**config.mk**
```make
export PLATFORM = sky130hd
export DESIGN_NAME = tile_cmd_tx
export DESIGN_NICKNAME = d
export VERILOG_FILES = /design/src/rtl/vga_pkg.sv /design/src/rtl/uart_tx_byte.sv /design/src/rtl/tile_cmd_tx.sv
export SDC_FILE = /design/constraint.sdc
export NUM_CORES = 1
export LEC_CHECK = 0
export ABC_AREA = 1
export ABC_CLOCK_PERIOD_IN_PS = 3150
export BUFFER_PORTS_ARGS = -buffer_cell sky130_fd_sc_hd__buf_2
export CAP_MARGIN = 20
export CORE_MARGIN = 2
export CORE_UTILIZATION = 56
export DETAILED_ROUTE_END_ITERATION = 6
export PLACE_DENSITY = 0.77
export SLEW_MARGIN = 15
export SYNTH_ARGS = -nofsm -noshare
export SYNTH_HDL_FRONTEND = slang
export SYNTH_HIERARCHICAL = 1
export SYNTH_SLANG_ARGS = --single-unit
export TNS_END_PERCENT = 5
```
**constraint.sdc**
```tcl
create_clock -name clk_i -period 3.15 [get_ports clk_i]
set_input_delay 0.63 -clock clk_i [delete_from_list [all_inputs] [get_ports clk_i]]
set_output_delay 0.63 -clock clk_i [all_outputs]
set_load 0.005 [all_outputs]
```
**src/rtl/vga_pkg.sv**
```systemverilog
// rtl/vga_pkg.sv - shared display/UART constants, serialiser state type and baud divisor helper
package vga_pkg;

   localparam int DEF_CLK_HZ = 101_562_500;
   localparam int DEF_BAUD   = 115_200;

   function automatic int calc_baud_div(input int clk_hz, input int baud);
      return (clk_hz + baud / 2) / baud;
   endfunction

   localparam int DEF_BAUD_DIV = calc_baud_div(DEF_CLK_HZ, DEF_BAUD);

   localparam int N_COL       = 160;
   localparam int N_ROW       = 60;
   localparam int COL_WIDTH   = 8;
   localparam int ROW_WIDTH   = 6;
   localparam int CHARS_WIDTH = 7;

   localparam logic [7:0] NEWLINE     = 8'h0A;
   localparam int         FRAME_BYTES = 4;

   typedef enum logic [2:0] {
      IDLE,
      START,
      DATA,
      PARITY,
      STOP
   } tx_state_t;

endpackage

```
**src/rtl/uart_tx_byte.sv**
```systemverilog
// rtl/uart_tx_byte.sv - single-byte UART serialiser; even parity bit when TILE_CMD_TX_PARITY_EN is defined
module uart_tx_byte
   import vga_pkg::*;
#(
   parameter int BAUD_DIV = DEF_BAUD_DIV
) (
   input  logic       clk,
   input  logic       rst,
   input  logic       load,
   input  logic [7:0] data,
   output logic       busy,
   output logic       tx,
   output logic       stop_pre,
   output logic       stop_end
);

   localparam int            CW       = (BAUD_DIV > 1) ? $clog2(BAUD_DIV) : 1;
   localparam logic [CW-1:0] CNT_LAST = CW'(BAUD_DIV - 1);
   localparam logic [CW-1:0] CNT_PRE  = CW'(BAUD_DIV - 2);

   tx_state_t     state;
   logic [CW-1:0] baud_cnt;
   logic [2:0]    bit_idx;
   logic [7:0]    shreg;
`ifdef TILE_CMD_TX_PARITY_EN
   logic          par;
`endif
   logic          tick;

   assign tick     = (baud_cnt == CNT_LAST);
   assign busy     = (state != IDLE);
   assign stop_end = (state == STOP) && tick;
   assign stop_pre = (state == STOP) && (baud_cnt == CNT_PRE);

   // A load on the last stop cycle chains straight into the next start bit.
   always_ff @(posedge clk or posedge rst) begin
      if (rst) begin
         state    <= IDLE;
         baud_cnt <= '0;
         bit_idx  <= '0;
         shreg    <= '0;
         tx       <= 1'b1;
`ifdef TILE_CMD_TX_PARITY_EN
         par      <= 1'b0;
`endif
      end else begin
         if (state == IDLE || tick) baud_cnt <= '0;
         else                       baud_cnt <= baud_cnt + 1'b1;

         case (state)
            IDLE: begin
               if (load) begin
                  state <= START;
                  tx    <= 1'b0;
                  shreg <= data;
`ifdef TILE_CMD_TX_PARITY_EN
                  par   <= ^data;
`endif
               end
            end
            START: begin
               if (tick) begin
                  state   <= DATA;
                  tx      <= shreg[0];
                  bit_idx <= '0;
               end
            end
            DATA: begin
               if (tick) begin
                  if (bit_idx == 3'd7) begin
`ifdef TILE_CMD_TX_PARITY_EN
                     state <= PARITY;
                     tx    <= par;
`else
                     state <= STOP;
                     tx    <= 1'b1;
`endif
                  end else begin
                     bit_idx <= bit_idx + 3'd1;
                     shreg   <= shreg >> 1;
                     tx      <= shreg[1];
                  end
               end
            end
`ifdef TILE_CMD_TX_PARITY_EN
            PARITY: begin
               if (tick) begin
                  state <= STOP;
                  tx    <= 1'b1;
               end
            end
`endif
            STOP: begin
               if (tick) begin
                  if (load) begin
                     state <= START;
                     tx    <= 1'b0;
                     shreg <= data;
`ifdef TILE_CMD_TX_PARITY_EN
                     par   <= ^data;
`endif
                  end else begin
                     state <= IDLE;
                  end
               end
            end
            default: begin
               state <= IDLE;
               tx    <= 1'b1;
            end
         endcase
      end
   end

endmodule

```
**src/rtl/tile_cmd_tx.sv**
```systemverilog
// rtl/tile_cmd_tx.sv - tile write command UART frame sender (col,row,char,LF); option TILE_CMD_TX_PARITY_EN
module tile_cmd_tx
   import vga_pkg::*;
#(
   parameter int CLK_HZ        = DEF_CLK_HZ,
   parameter int BAUD          = DEF_BAUD,
   parameter int BAUD_DIV      = calc_baud_div(CLK_HZ, BAUD),
   parameter int N_COL_WIDTH   = COL_WIDTH,
   parameter int N_ROW_WIDTH   = ROW_WIDTH,
   parameter int N_CHARS_WIDTH = CHARS_WIDTH
) (
   input  logic                     clk_i,
   input  logic                     rst_i,
   input  logic                     valid_i,
   output logic                     ready_o,
   input  logic [N_COL_WIDTH-1:0]   col_i,
   input  logic [N_ROW_WIDTH-1:0]   row_i,
   input  logic [N_CHARS_WIDTH-1:0] char_i,
   output logic                     tx_o,
   output logic                     done_o
);

   logic [N_ROW_WIDTH-1:0]   row_q;
   logic [N_CHARS_WIDTH-1:0] char_q;
   logic [1:0]               byte_idx;
   logic                     accept;
   logic                     last_byte;
   logic                     ser_load;
   logic [7:0]               ser_data;
   logic                     ser_busy;
   logic                     stop_pre;
   logic                     stop_end;

   // done_o marks the final stop cycle, so a command waiting then is taken
   // on the same edge and the next frame follows with no idle gap.
   assign accept    = valid_i && (ready_o || done_o);
   assign last_byte = (byte_idx == 2'(FRAME_BYTES - 1));
   assign ser_load  = accept || (stop_end && !last_byte);

   // Column goes straight from the port; byte_idx names the byte now on the line.
   always_comb begin
      ser_data = NEWLINE;
      if (accept) begin
         ser_data = 8'(col_i);
      end else begin
         case (byte_idx)
            2'd0:    ser_data = 8'(row_q);
            2'd1:    ser_data = 8'(char_q);
            default: ser_data = NEWLINE;
         endcase
      end
   end

   always_ff @(posedge clk_i or posedge rst_i) begin
      if (rst_i) begin
         row_q    <= '0;
         char_q   <= '0;
         byte_idx <= '0;
         ready_o  <= 1'b1;
         done_o   <= 1'b0;
      end else begin
         done_o <= ser_busy && stop_pre && last_byte;
         if (accept) begin
            row_q    <= row_i;
            char_q   <= char_i;
            byte_idx <= '0;
            ready_o  <= 1'b0;
         end else if (stop_end) begin
            if (last_byte) ready_o  <= 1'b1;
            else           byte_idx <= byte_idx + 2'd1;
         end
      end
   end

   uart_tx_byte #(
      .BAUD_DIV(BAUD_DIV)
   ) u_tx_byte (
      .clk     (clk_i),
      .rst     (rst_i),
      .load    (ser_load),
      .data    (ser_data),
      .busy    (ser_busy),
      .tx      (tx_o),
      .stop_pre(stop_pre),
      .stop_end(stop_end)
   );

endmodule

```
==> parameters.txt, run 1 <==
Parameter                              Value

Drt
  Total wirelength of the detailed-routed design    ~4700 um
  DRC viols    0
  Drt initial violations    between 100 and 150
  WL/cell    about 12 um
  Count of antenna-violating nets left after detailed routing    0
  Detailed-route vias per instance    between 4 and 5
  First-pass iteration count of the detailed router    4
  Via count    roughly 2,000

Clock network
  Clock tree from TritonCTS    built
  Number of buffers created by CTS    5
  Clock Tree Root    clkbuf_8
  # hold bufs at CTS    0
  Post-cts resize count    0
  Clock Latency Late Sink    0.30 ns
  CTS max path bufs    2
  Count of buffers added by post-CTS timing repair for setup    0
  CTS sink cnt    42
  Total number of H-tree levels    2
  Clock-pin slew reported for the worst setup and hold paths after clock tree synthesis    around 0.080 ns

Setup path
  R2r endpoint    u_tx_byte/state[1]
  Max Fanout on Critical Path    4
  Type of the worst setup path    reg -> reg
  CP startpoint kind    flop
  WP data required    between 3 and 4 ns
  Worst r2r path cells    13
  Crit. End Element    flop
  Startpoint of the most critical setup path    u_tx_byte/baud_cnt[1]
  CP Capture Point    u_tx_byte/state[1]
  Arrival time of the worst setup path    ~2.2 ns
  Startpoint of the worst register-to-register path    u_tx_byte/baud_cnt[1]
  Flop-to-flop setup slack    1.16 ns

Final layout
  Final standard cell utilization of the core    65.2%
  Sequential standard cell area    around 1100 um2
  N_diodes    0
  Fillers    369
  Area added between synthesis and finish    10.2%
  Final non-filler cell total    ~400
  Final nets    about 380
  Area taken by multi-input logic gates    approximately 1200 um2
  Fraction of layout instances using a drive strength above 1    a little under a fifth

Hold path
  Tightest Hold Check Type    in -> async

Synthesis
  Synth Register Bits    between 40 and 50
  Number of distinct library cells after synthesis    27
  Mapped cell area    about 2400 um2
  Sequential-to-total area share from yosys stat    between 40 and 50%
  Syn Inst Count    320
  YS warnings    6
  Per-instance average area after synthesis    ~7.6 um2
  Total nets after synthesis    roughly 350

STA
  Headroom to the max-slew limit    a little under three fifths
  Count of endpoints failing setup in the final report    0
  RSZ-0062 raised after global routing    no
  Worst clock skew    approximately 0.0070 ns
  Setup TNS    0 ns
  Clock period minus worst slack    roughly 2 ns
  Top achievable clock speed    between 500 and 600 MHz
  Final hold viol count    0
  Final period util    between 60% and 70%
  Number of pins with negative max-slew slack in the final report    0
  Transition time at the pin with the least slew margin    between 0.6 and 0.7 ns

Power
  Total power density per cell area    622 nW/um2
  Final total power    1.66 mW
  Leakage power summed over all cells    between 1 and 1.5 nW
  VDD IR max    0.349 mV

Global routing
  Number of antenna violations at the first check in global routing    0
  Vias in the first global route    1,925
  Pin count of the biggest net entering global routing    26
  GR Overflow Total    0
  Total global-route track usage    21.5%
  First-pass GRT wire length    between 8000 and 9000 um

Floorplanning
  Number of standard-cell rows in the floorplan    23
  Height of the die    69.7 um
  Die Footprint    about 5000 um2
  Horizontal die dimension    ~70 um
  Core region area    roughly 4000 um2
  I/O pin count    27
  Initial standard-cell utilization of the core    between 50% and 60%

Placement
  Number of port buffers    26
  Number of placed instances, taps included    just under 400
  Post-DP HPWL    between 3000 and 4000 um
  Final weighted congestion in routability-driven placement    0.821

Job
  Max cap viols    0

Outcome
  Run status    finished, final reports clean
## metal layers
| metal | global-route usage (%) | up-vias | wire length [um] |
|---|---|---|---|
| li1 | - | 1040 | - |
| met1 | 28.2 | 905 | 2290 |
| met2 | 35.6 | 26 | 2220 |
| met3 | 5.96 | 5 | 169 |
| met4 | 5.13 | 0 | 41 |
| met5 | 0 | - | 0 |
## cells by family after synthesis
logic type	after synthesis	synth area share, %
AO/OA/AOI/OAI	14	3.62
XOR/XNOR	1	0.362
buffers and inverters	36	7.50
AND/OR/NAND/NOR	218	40.3
flip-flops	42	43.5
adder cells (fa/ha/maj)	9	4.65
## Yosys cell counts
master / count / area, um2
nor2_1: 20 / 75.1
nand3_1: 21 / 105
o21ai_2: 2 / 17.5
nand2_4: 2 / 22.5
buf_2: 1 / 5.00
dfstp_2: 2 / 52.6
a21oi_1: 5 / 25.0
o21bai_1: 1 / 7.51
nor2_2: 5 / 31.3
nand2_1: 153 / 574
ha_1: 9 / 113
inv_1: 25 / 93.8
o21a_2: 1 / 8.76
nand2_8: 2 / 40.0
a21oi_2: 1 / 8.76
nor3b_2: 1 / 12.5
o21ai_1: 2 / 10.0
nand4_2: 1 / 12.5
nor2_4: 2 / 22.5
o21ai_0: 2 / 10.0
nand3_2: 4 / 40.0
dfrtp_1: 40 / 1000
nor3_1: 6 / 30.0
inv_2: 4 / 15.0
nor3_2: 1 / 10.0
xor2_1: 1 / 8.76
buf_6: 6 / 67.6
## report_power, final
group	total [mW]	switching [mW]	internal (mW)
Sequential	0.755	0.0883	0.667
Clock	0.358	0.181	0.177
Combinational	0.545	0.353	0.192
## flip-flops by register name, summed over array words and instances, names as in the netlist
name	flops
done_o	1
byte_idx	2
u_tx_byte/tx	1
u_tx_byte/baud_cnt	10
u_tx_byte/shreg	8
row_q	6
u_tx_byte/state	3
char_q	7
ready_o	1
u_tx_byte/bit_idx	3
## how the worst min path moves through the flow
stage	to	slack, ns
floorplan	u_tx_byte/shreg[0]	0.44
global placement	u_tx_byte/tx	0.45
detailed placement	u_tx_byte/tx	0.45
CTS	char_q[6]	0.46
global route	u_tx_byte/baud_cnt[3]	0.37
finish	u_tx_byte/baud_cnt[3]	0.36
## through the flow
stage / worst slack [ns] / hold WS (ns) / instance area, um2
2_1_floorplan: 1.38 / 0.442 / 2420
3_3_place_gp: 1.29 / 0.448 / 2550
3_5_place_dp: 1.21 / 0.454 / 2550
4_1_cts: 1.19 / 0.461 / 2640
5_1_grt: 0.945 / 0.373 / 2670
6_report: 1.16 / 0.358 / 2670
## placed cells by master, fill, tap and decap left out
cell      synthesis  final
o21bai_1          1      1
nor2_2            5      5
a21oi_1           5      5
buf_4             0      1
clkbuf_8          0      6
nand3_2           4      4
inv_2             4      4
o21ai_0           2      2
nor3_1            6      6
a21oi_2           1      1
o21ai_2           2      2
inv_1            25     25
clkinv_2          0      1
xor2_1            1      1
nand2_4           2      2
nor3_2            1      1
o21a_2            1      1
clkbuf_1          0      1
buf_16            0      1
nand4_2           1      1
o21ai_1           2      2
ha_1              9      9
dfrtp_1          40     40
nor2_4            2      2
nand2_1         153    153
buf_2             1     26
nand3_1          21     21
nand2_8           2      2
nor3b_2           1      1
nor2_1           20     20
dfstp_2           2      2
## area by class of cell
type	count	area share, %
clock buffer	7	3.24
clock inverter	1	0.188
inverter	29	4.08
multi-input combinational	242	44.4
sequential	42	39.5
tap	50	2.35
timing repair buffer	28	6.19
## worst max-delay path: stages, from the launching register on
cell,delay [ns]
dfrtp_1,0.42
inv_1,0.09
ha_1,0.18
nand2_1,0.07
nor2_1,0.08
nand2_1,0.13
nor2_1,0.19
nand2_1,0.11
nand2_1,0.10
inv_1,0.05
a21oi_1,0.26
nand2_1,0.09
nand2_1,0.07
nand2_1,0.05
(Power assumes the default switching activity.)
==> run 2: changes to the inputs <==
--- a/config.mk
+++ b/config.mk
@@ -6,7 +6,7 @@
 export NUM_CORES = 1
 export LEC_CHECK = 0
 export ABC_AREA = 1
-export ABC_CLOCK_PERIOD_IN_PS = 3150
+export ABC_CLOCK_PERIOD_IN_PS = 2000
 export BUFFER_PORTS_ARGS = -buffer_cell sky130_fd_sc_hd__buf_2
 export CAP_MARGIN = 20
 export CORE_MARGIN = 2
==> constraint.sdc (replaced) <==
create_clock -name clk_i -period 2 [get_ports clk_i]
set_input_delay 0.4 -clock clk_i [delete_from_list [all_inputs] [get_ports clk_i]]
set_output_delay 0.4 -clock clk_i [all_outputs]
set_load 0.005 [all_outputs]
==> run 2 against run 1 <==
Against the previous run: first-iteration DRC count shrank 25%; global-route usage shrank 1.3 points; via count shrank 0.20%; cell count grew 0.75%; non-clock buffer count grew 3; critical endpoint unchanged; final area grew 0.56%; maximum frequency grew 8.3%; clock skew shrank 0.0045 ns; routed wire length shrank 3.3%; highest routed layer unchanged; hold slack lost 0.20 ns; clock power grew 58%; sequential power grew 58%.
==> parameters.txt, run 2 (synthesis results as in run 1) <==
Parameter                              Value

Global routing
  Pin count of the biggest net entering global routing    26 (unchanged)
  GR Overflow Total    0 (unchanged)
  Total global-route track usage    20.2% (-1.3 points)
  First-pass GRT wire length    8130 um (-3.1%)
  Number of antenna violations at the first check in global routing    0 (unchanged)
  Vias in the first global route    1,919 (-0.31%)

Final layout
  Sequential standard cell area    1050 um2 (unchanged)
  Commonest non-fill, non-tap cells in the layout    nand2_1 (152), dfrtp_1 (40), buf_2 (26), inv_1 (25), nand3_1 (21)
  Area taken by multi-input logic gates    1190 um2 (+0.74%)
  Most flops, register    u_tx_byte/baud_cnt
  Fraction of layout instances using a drive strength above 1    19.9% (+1.8 points)
  Final instance area    2680 um2 (+0.56%)
  Leading cell type in the layout, fill and taps excluded    nand2_1
  Largest registers ranked by flip-flop count    u_tx_byte/baud_cnt x10, u_tx_byte/shreg x8, char_q x7
  Final nets    384 (+0.79%)
  Final standard cell utilization of the core    65.6% (+0.37 points)
  Area added between synthesis and finish    10.8%
  Fillers    367 (-0.54%)
  N_diodes    0 (unchanged)
  Final non-filler cell total    402 (+0.75%)
  Number of flip-flops under the largest register name    10 (unchanged)

Clock network
  Clock Tree Root    clkbuf_8
  Count of buffers added by post-CTS timing repair for setup    0 (unchanged)
  CTS max path bufs    2 (unchanged)
  Clock tree from TritonCTS    built
  Clock Latency Late Sink    0.29 ns (about the same)
  # hold bufs at CTS    0 (unchanged)
  CTS sink cnt    42 (unchanged)
  Number of buffers created by CTS    5 (unchanged)
  Total number of H-tree levels    2 (unchanged)
  Clock-pin slew reported for the worst setup and hold paths after clock tree synthesis    0.08 ns (about the same)

Drt
  Detailed-route vias per instance    4.91 (-0.95%)
  Drt initial violations    101 (-25%)
  WL/cell    11.4 um (-4.0%)
  Via count    1,972 (-0.20%)
  Total wirelength of the detailed-routed design    4570 um (-3.3%)
  DRC viols    0 (unchanged)
  First-pass iteration count of the detailed router    4 (unchanged)
  Count of antenna-violating nets left after detailed routing    0 (unchanged)

STA
  Number of pins with negative max-slew slack in the final report    0 (unchanged)
  Worst clock skew    0.00243 ns (-0.00454 ns)
  Transition time at the pin with the least slew margin    0.641 ns (-0.0264 ns)
  Final period util    91.9% (+29 points)
  Headroom to the max-slew limit    57.2% (+1.8 points)
  Final hold viol count    0 (unchanged)
  Setup WS post-layout    0.162 ns (-0.998 ns)
  Clock period minus worst slack    1.84 ns (-0.152 ns)
  Count of endpoints failing setup in the final report    0 (unchanged)
  Top achievable clock speed    544 MHz (+8.3%)

Setup path
  WP data required    2.19 ns (-1.15 ns)
  Arrival time of the worst setup path    2.03 ns (-0.16 ns)
  Worst r2r path cells    13 (unchanged)
  Crit. End Element    flop
  CP startpoint kind    flop
  Max Fanout on Critical Path    4 (unchanged)
  Type of the worst setup path    reg -> reg

Placement
  Pre-CTS WS    0.100 ns (-1.11 ns)
  Number of port buffers    26 (unchanged)
  Total cell area at the placement stage    2580 um2 (+1.2%)
  Final weighted congestion in routability-driven placement    0.796 (-3.1%)
  Number of placed instances, taps included    394 (+1.0%)
  Post-DP HPWL    3450 um (+1.6%)

Job
  Max cap viols    0 (unchanged)

Floorplanning
  Die Footprint    4860 um2 (unchanged)
  Height of the die    69.7 um (unchanged)
  Core region area    4090 um2 (unchanged)
  Initial standard-cell utilization of the core    59.2% (unchanged)
  Horizontal die dimension    69.7 um (unchanged)
  I/O pin count    27 (unchanged)
  Number of standard-cell rows in the floorplan    23 (unchanged)

Hold path
  Tightest Hold Check Type    in -> async

Outcome
  Run status    finished, final reports clean

Power
  VDD IR max    0.546 mV (+56%)
  Total power density per cell area    979 nW/um2 (+57%)
  Leakage power summed over all cells    1.49 nW (+0.47%)
## run 2: repair_timing
| action | CTS | global route |
|---|---|---|
| gates resized for setup | 0 | 3 |
| endpoints found under the hold margin | 0 | 0 |
| endpoints found under the setup margin | 0 | 11 |
## run 2: worst max-delay path, cell delays in order, from the launching register on
cell and delay, ns:
dfrtp_1 0.42, inv_1 0.09, ha_1 0.18, nand2_1 0.06, nor2_1 0.09, nand2_1 0.08, nor2_2 0.13, nand2_1 0.11
nand2_1 0.12, inv_1 0.08, a21oi_2 0.19, nand2_1 0.08, nand2_1 0.06, nand2_1 0.04
## run 2: routing by layer
metal,share of wire (%),GRT usage [%],up-vias
met3,3.0,3.78,6
met2,47,35.1,30
met4,1.2,5.77,0
met5,0,0,-
li1,-,-,1046
met1,49,25.8,890
## run 2: cell type report
| type | instances | area share (%) |
|---|---|---|
| Clock buffer | 6 | 3.08 |
| Tap cell | 50 | 2.33 |
| Clock inverter | 2 | 0.467 |
| Timing Repair Buffer | 31 | 6.25 |
| Sequential cell | 42 | 39.3 |
| Multi-Input combinational cell | 242 | 44.5 |
| Inverter | 29 | 4.06 |
## run 2: stage by stage
step | TNS (ns) | total power [mW] | hold slack [ns]
after floorplan | 0 | 1.88 | 0.325
after global placement | 0 | 2.03 | 0.447
after detailed placement | 0 | 2.05 | 0.449
after CTS | 0 | 2.63 | 0.168
after global routing | -0.0806 | 2.83 | 0.195
final | 0 | 2.63 | 0.163
## run 2: final timing paths
path	start	to	slack, ns
max in group asynchronous	rst_i	char_q[5]	1.39
setup / recovery	u_tx_byte/baud_cnt[1]	u_tx_byte/state[1]	0.16
setup reg to reg	u_tx_byte/baud_cnt[1]	u_tx_byte/state[1]	0.16
min in group clk_i	row_i[2]	row_q[2]	0.30
hold / removal	rst_i	u_tx_byte/state[2]	0.16
hold reg to reg	u_tx_byte/tx	u_tx_byte/tx	0.46
## run 2: power breakdown
group / internal, mW / switching, mW / leakage, nW / total [mW]
combinational: 0.309 / 0.559 / 0.891 / 0.868
clock: 0.277 / 0.290 / 0.0472 / 0.567
sequential: 1.05 / 0.140 / 0.549 / 1.19
